<file path="config.mk">
export PLATFORM = sky130hd
export DESIGN_NAME = seq_det_ctrl
export DESIGN_NICKNAME = d
export VERILOG_FILES = /design/src/rtl/seq_det_pkg.sv /design/src/rtl/seq_match_core.sv /design/src/rtl/seq_det_ctrl.sv
export SDC_FILE = /design/constraint.sdc
export NUM_CORES = 1
export LEC_CHECK = 0
export CAP_MARGIN = 40
export CELL_PAD_IN_SITES_DETAIL_PLACEMENT = 0
export CELL_PAD_IN_SITES_GLOBAL_PLACEMENT = 1
export CORE_MARGIN = 5
export CORE_UTILIZATION = 39
export DETAILED_ROUTE_END_ITERATION = 6
export GPL_ROUTABILITY_DRIVEN = 0
export GPL_TIMING_DRIVEN = 0
export PLACE_DENSITY_LB_ADDON = 0.1
export SLEW_MARGIN = 20
export SYNTH_ARGS = -nofsm -noshare
export SYNTH_HDL_FRONTEND = slang
export SYNTH_SLANG_ARGS = --single-unit
</file>
<file path="constraint.sdc">
create_clock -name clk -period 2.8 [get_ports clk]
set_input_delay 0.42 -clock clk [delete_from_list [all_inputs] [get_ports clk]]
set_output_delay 0.42 -clock clk [all_outputs]
set_load 0.02 [all_outputs]
</file>
<file path="src/rtl/seq_det_pkg.sv">
// seq_det_pkg: FSM state encoding and default widths shared by the sequence detector files
package seq_det_pkg;
  typedef enum logic [1:0] {IDLE, SHIFT, DONE} state_t;
  localparam int DEF_WORD_W = 8;
  localparam int DEF_PAT_W = 4;
endpackage

</file>
<file path="src/rtl/seq_match_core.sv">
// seq_match_core: serial match core (clk, rst, clr, bit_valid, bit_in, pattern -> hit); hit reflects the history after bit_in is shifted in
module seq_match_core #(
  parameter int PAT_W = 4
) (
  input  logic             clk,
  input  logic             rst,
  input  logic             clr,
  input  logic             bit_valid,
  input  logic             bit_in,
  input  logic [PAT_W-1:0] pattern,
  output logic             hit
);
  localparam int FW = $clog2(PAT_W + 1);
  logic [PAT_W-1:0] hist, nh;
  logic [FW-1:0] fill, nf;
  always_comb begin
    nh = PAT_W'({hist, bit_in});
    nf = fill == FW'(PAT_W) ? fill : fill + 1'b1;
    hit = bit_valid && nh == pattern && nf == FW'(PAT_W);
  end
  always_ff @(posedge clk or posedge rst)
    if (rst) begin
      hist <= '0;
      fill <= '0;
    end else if (clr) begin
      hist <= '0;
      fill <= '0;
    end else if (bit_valid) begin
      hist <= nh;
      fill <= nf;
    end
endmodule

</file>
<file path="src/rtl/seq_det_ctrl.sv">
// seq_det_ctrl: shifts accepted words LSB-first into seq_match_core and returns per-word hit counts; ports in_* accept handshake, ser_* bit stream, match_pulse, res_* result handshake, busy; SEQ_DET_STREAM_EN keeps match history across words
module seq_det_ctrl
  import seq_det_pkg::*;
#(
  parameter int WORD_W = DEF_WORD_W,
  parameter int PAT_W = DEF_PAT_W,
  localparam int CNT_W = $clog2(WORD_W + 1)
) (
  input  logic              clk,
  input  logic              rst,
  input  logic              in_valid,
  output logic              in_ready,
  input  logic [WORD_W-1:0] in_word,
  input  logic [PAT_W-1:0]  cfg_pattern,
  output logic              ser_bit,
  output logic              ser_valid,
  output logic              match_pulse,
  output logic              res_valid,
  input  logic              res_ready,
  output logic [CNT_W-1:0]  res_count,
  output logic              busy
);
  state_t state, nstate;
  logic [WORD_W-1:0] sreg;
  logic [PAT_W-1:0] pat;
  logic [CNT_W-1:0] idx;
  logic acc, hit, clr;
  always_comb begin
    in_ready = state == IDLE;
    ser_valid = state == SHIFT;
    res_valid = state == DONE;
    busy = state != IDLE;
    ser_bit = ser_valid & sreg[0];
    acc = in_ready & in_valid;
    nstate = state;
    if (acc) nstate = SHIFT;
    else if (ser_valid && idx == CNT_W'(WORD_W - 1)) nstate = DONE;
    else if (res_valid && res_ready) nstate = IDLE;
  end
`ifdef SEQ_DET_STREAM_EN
  assign clr = 1'b0;
`else
  assign clr = acc;
`endif
  seq_match_core #(.PAT_W(PAT_W)) u_core (
    .clk(clk),
    .rst(rst),
    .clr(clr),
    .bit_valid(ser_valid),
    .bit_in(ser_bit),
    .pattern(pat),
    .hit(hit)
  );
  always_ff @(posedge clk or posedge rst)
    if (rst) begin
      state <= IDLE;
      sreg <= '0;
      pat <= '0;
      idx <= '0;
      res_count <= '0;
      match_pulse <= 1'b0;
    end else begin
      state <= nstate;
      match_pulse <= hit;
      if (acc) begin
        sreg <= in_word;
        pat <= cfg_pattern;
        idx <= '0;
        res_count <= '0;
      end else if (ser_valid) begin
        sreg <= sreg >> 1;
        idx <= idx + 1'b1;
        res_count <= res_count + CNT_W'(hit);
      end
    end
endmodule
</file>
### Word-level counts from Yosys, hierarchy flattened

Index checks and enable logic that the tools add are counted.

| cells by class | value |
|---|---|
| $add $sub $neg | 3 |
| order comparisons | 0 |
| reductions and logical operators | 8 |
| equal/unequal tests | 6 |
| shift operators | 0 |
| multiplexer cells | 14 |
| multiply operators | 0 |
| divide/modulo/power cells | 0 |
| bitwise gates (word level) | 2 |

Operators by type and width:

| cell | number |
|---|---|
| two-way mux 4 bit | 4 |
| two-way mux 8 bit | 2 |
| two-way mux 3 bit | 5 |
| equality test 3 bit, second input constant | 2 |
| two-way mux 2 bit | 3 |
| adder 4 x 1 -> 4 bit | 1 |
| adder 4 x 1 -> 4 bit, second input constant | 1 |
| equality test 4 x 3 -> 1 bit, second input constant | 1 |
| equality test 4 bit | 1 |
| logical AND 1 bit | 4 |
| nonzero test 2 bit | 2 |
| adder 3 x 1 -> 3 bit, second input constant | 1 |
| nonzero test 3 bit | 1 |
| bitwise AND 1 bit | 2 |
| equality test 2 x 1 -> 1 bit, second input constant | 1 |
| equality test 2 bit, second input constant | 1 |
| logical NOT 2 bit | 1 |

| storage, ports and cells | value |
|---|---|
| bits in writable memories | 0 |
| bits in registers | 29 |
| input port bits | 16 |
| word-level logic and storage cells | 41 |
| output and inout bits | 10 |
| latch bits | 0 |
| memories kept | 0 |
| bits in read-only memories | 0 |

### Depth between registers and ports, before layout

| logic depth | value |
|---|---|
| depth after elaboration | 8 |
| gate-level depth with buffers | 10 |
| depth with buffers taken out | 10 |

### Hierarchy

Synthesis repeated with hierarchy kept, for this count alone.

| second synthesis, totals | value |
|---|---|
| cells, all modules | 141 |
| area total of the unflattened synthesis | 1461.4 µm² |

Modules (own cells, without submodules):

| module | seq. area each (µm²) | times used | cells an instance | area an instance (µm²) |
|---|---|---|---|---|
| seq_det_ctrl | 575.6 | 1 | 105 | 1088.5 |
| seq_match_core | 150.1 | 1 | 36 | 372.9 |

### Worst setup path before layout

Ideal clock, no wire load.

| timing | value |
|---|---|
| path type | register to register |
| start point | register u_core.fill[0] |
| end point | register res_count[2] |
| data required time | 2.670 ns |
| cell stages (with the launch flop) | 10 |
| clock period less this slack | 1.971 ns |
| slack | 0.829 ns |
| path buffers | 0 |
| library setup time | 0.130 ns |
| arrival | 1.841 ns |
| cell sequence | dfrtp_1 inv_1 ha_1 or3_1 a211oi_2 ha_1 ha_1 nand3b_1 nand3_1 o21ai_1 |

| on the way | value |
|---|---|
| word-level cells in the longest chain between the ends | 7 |
| elaborated cells on any way between the ends | 8 |
| those cells by class | 2 x add/sub; 2 x eq/ne; 3 x mux; 1 x reduce/logical |

Ends and longest elaborated chain:

| item | line | RTL |
|---|---|---|
| start, declared | seq_match_core.sv:15 | `logic [FW-1:0] fill, nf;` |
| start signal, assigned | seq_match_core.sv:30 | `fill <= nf;` |
| adder 3 x 1 -> 3 bit or equality test 3 bit (tied branches) | seq_match_core.sv:18 | `nf = fill == FW'(PAT_W) ? fill : fill + 1'b1;` |
| two-way mux 3 bit * | seq_match_core.sv:18 |  |
| equality test 3 bit * | seq_match_core.sv:19 | `hit = bit_valid && nh == pattern && nf == FW'(PAT_W);` |
| logical AND 1 bit * | seq_match_core.sv:19 |  |
| via hit | seq_det_ctrl.sv:27 | `logic acc, hit, clr;` |
| adder 4 x 1 -> 4 bit * | seq_det_ctrl.sv:73 | `res_count <= res_count + CNT_W'(hit);` |
| two-way mux 4 bit * | seq_det_ctrl.sv:70 | `end else if (ser_valid) begin` |
| two-way mux 4 bit * | seq_det_ctrl.sv:65 | `if (acc) begin` |
| end signal, assigned | seq_det_ctrl.sv:73 |  |
| end, declared | seq_det_ctrl.sv:20 | `output logic [CNT_W-1:0] res_count,` |

The timed path passes the listed nets; every way through them passes the cells marked *. The select of a mux whose other input is x is not followed.
A chain may end at the register's enable or synchronous reset.

### Worst setup path in the final report

| timing | value |
|---|---|
| start point | register state[1] |
| end point | output ser_valid |

| on the way | value |
|---|---|
| word-level cells in the longest chain between the ends | 1 |

Ends and longest elaborated chain:

| item | line | RTL |
|---|---|---|
| start, declared | seq_det_ctrl.sv:23 | `state_t state, nstate;` |
| start signal, assigned | seq_det_ctrl.sv:63 | `state <= nstate;` |
| equality test 2 x 1 -> 1 bit | seq_det_ctrl.sv:30 | `ser_valid = state == SHIFT;` |
| end, declared | seq_det_ctrl.sv:16 | `output logic ser_valid,` |

No other way between the ends.

==> results.yml <==
synthesis:
  synth-seq-cells: 29
  syn-num-nets: 174
  ys_seq_area_frac: 0.491
  synth_edf_count: 0
  yosys.cell_types.count: 39
  synth_cells: 153
  synth_area_um2: 1480
  async_flop_share: 1.00
  yosys_warnings: 0
  synth_top_area_frac: 0.491
  synth_area_leaders: "dfrtp_1 49%, nand2_1 7.9%, ha_1 4.2%, a21oi_1 3.0%, nand3_1 2.7%"
  syn_area_per_cell_um2: 9.66
  synth_top_cell_by_area: "dfrtp_1"
  synthFlopType: "dfrtp_1"
final_layout:
  utilization: 0.512
  multi_input_area_um2: 679
  nNetsFinal: 206
  layout_commonest_cell: "nand2_1"
  design_area_um2: 1870
  seqCellArea_um2: 726
  area_delta_synth_final_pct: 26.8
  nFillCells: 353
  diodes: 0
  mostFrequentLayoutCells: "31 x nand2_1, 29 x dfrtp_1, 25 x clkdlybuf4s50_1, 9 x a21oi_1, 8 x nand3_1"
  drive_above_1_share: 0.103
floorplan:
  fp.dieW_um: 71.6
  io_pins: 26
  dieArea_um2: 5120
  start_util: 0.404
  fp.dieH_um: 71.6
  rows: 22
  core_um2: 3660
worst_setup_path:
  worstSetupPathType: "reg2out"
  worstPathRequired_ns: 2.38
  worstPathMaxFanout: 10
  cp.arrival_ns: 2.13
  start_kind: "flop"
  rrSetupSlack_ns: 0.67
  crit_path_end_kind: "output pin"
sta:
  rsz0062_at_grt: "false"
  fin_tns_setup_ns: 0
  final-hold-violation-count: 0
  post-route-period-util: 0.911
  max_slew_margin: 0.588
  finalSetupViolCount: 0
  drv_slew: 0
  clock.fmax_ghz: 0.392
  worst_pin_slew_ns: 0.617
  finalCriticalPeriod_ns: 2.55
  skew_ns: 0.00377
drt:
  first_pass_iters: 4
  vias_per_cell: 4.97
  first_iter_violations: 51
  wl_um: 3170
  ant_nets: 0
  wire_per_inst_um: 13.6
  drc: 0
  vias: 1159
clock_tree:
  htree_levels: 2
  postCtsSetupBuffers: 0
  ctsHoldBuffers: 0
  cts_resized: 0
  cts_tree: "yes"
  cts_root_buf: "clkbuf_8"
  cts.sinks: 29
  clk_pin_slew_ns: 0.06
  cts-buffers-inserted: 5
  clock_path_buffers: 2
  clk_latency_ns: 0.27
global_routing:
  grt_start_max_net_pins: 30
  grt_overflow: 0
  grt.met2_usage: 0.232
  met3_usage: 0.0477
  grt.met1_usage: 0.173
  top_usage_layer: "met2"
  antenna_found_initial: 0
  grt_pass1_wl_um: 5550
  grt.total_usage: 0.142
  grt_pass1_vias: 1195
power:
  p_per_area_nw_per_um2: 993
  cellLeakagePower_nw: 0.897
  irDropWorstVdd_uv: 400
placement:
  dp_hpwl_um: 2270
  placed_cell_area_um2: 1790
  portBuffers: 25
job:
  cap_viol_max_count: 0
min_path:
  hold_class: "reg2reg"
outcome:
  status: "complete, no violations"
-- through the flow --
| step | hold WS, ns | std cells | setup WS (ns) | power, mW |
|---|---|---|---|---|
| 2_1_floorplan | 0.437 | 153 | 0.829 | 1.28 |
| 3_3_place_gp | 0.459 | 226 | 0.540 | 1.51 |
| 3_5_place_dp | 0.473 | 226 | 0.532 | 1.54 |
| 4_1_cts | 0.485 | 233 | 0.227 | 1.89 |
| 5_1_grt | 0.529 | 233 | 0.169 | 2.02 |
| 6_report | 0.478 | 233 | 0.249 | 1.86 |
-- final timing paths --
path	from	endpoint	depth (start not counted)
max	state[1]	ser_valid	6
min	idx[3]	idx[3]	1
max reg2reg	u_core.fill[0]	res_count[2]	9
min reg2reg	idx[3]	idx[3]	1
max in group asynchronous	rst	u_core.hist[2]	2
min in group asynchronous	rst	match_pulse	2
-- cells in the mapped netlist, types with 3 or more instances --
cell,instances
nand2_1,31
xnor2_1,3
mux2i_1,3
ha_1,5
inv_1,5
o21ai_0,7
nor2b_1,5
o21ai_1,5
buf_2,4
dfrtp_1,29
a22oi_1,4
and3b_1,4
nand3_1,8
a21oi_1,9
-- cells by family after synthesis --
kind of cell             after synthesis  synth area share
AND/OR/NAND/NOR                       65             0.235
AO/OA/AOI/OAI                         33             0.138
flip-flops                            29             0.491
buffers and inverters                 14            0.0491
adder cells (fa/ha/maj)                5            0.0423
XOR/XNOR                               4            0.0237
multiplexers                           3            0.0203
-- where the power goes --
part	total, mW	switching, mW	internal (mW)	leakage (nW)
Sequential	0.730	0.141	0.589	0.360
Clock	0.339	0.145	0.194	0.0443
Combinational	0.791	0.415	0.377	0.492
-- routing by layer --
metal / vias up / wire [um]
met3: 5 / 156
met5: - / 0
met1: 541 / 1460
met2: 22 / 1500
li1: 591 / -
met4: 0 / 55
-- worst max-delay path: stages, from the launching register on --
cell             delay, ns
dfrtp_1               0.37
buf_6                 0.13
nand2b_4              0.13
buf_6                 0.13
inv_2                 0.15
buf_2                 0.28
clkdlybuf4s50_1       0.65
-- cell type report --
| class | instances | share of cell area |
|---|---|---|
| Buffer | 8 | 0.0267 |
| Clock buffer | 7 | 0.0461 |
| Inverter | 6 | 0.0120 |
| Multi-Input combinational cell | 110 | 0.362 |
| Sequential cell | 29 | 0.387 |
| Tap cell | 48 | 0.0320 |
| Timing Repair Buffer | 25 | 0.134 |
-- registers in the layout (all words and copies together) (netlist names) --
register and cells:
idx 4, match_pulse 1, pat 4, res_count 4
sreg 8, state 2, u_core.fill 3, u_core.hist 3
Note: power is estimated with default switching activity, not from simulation.
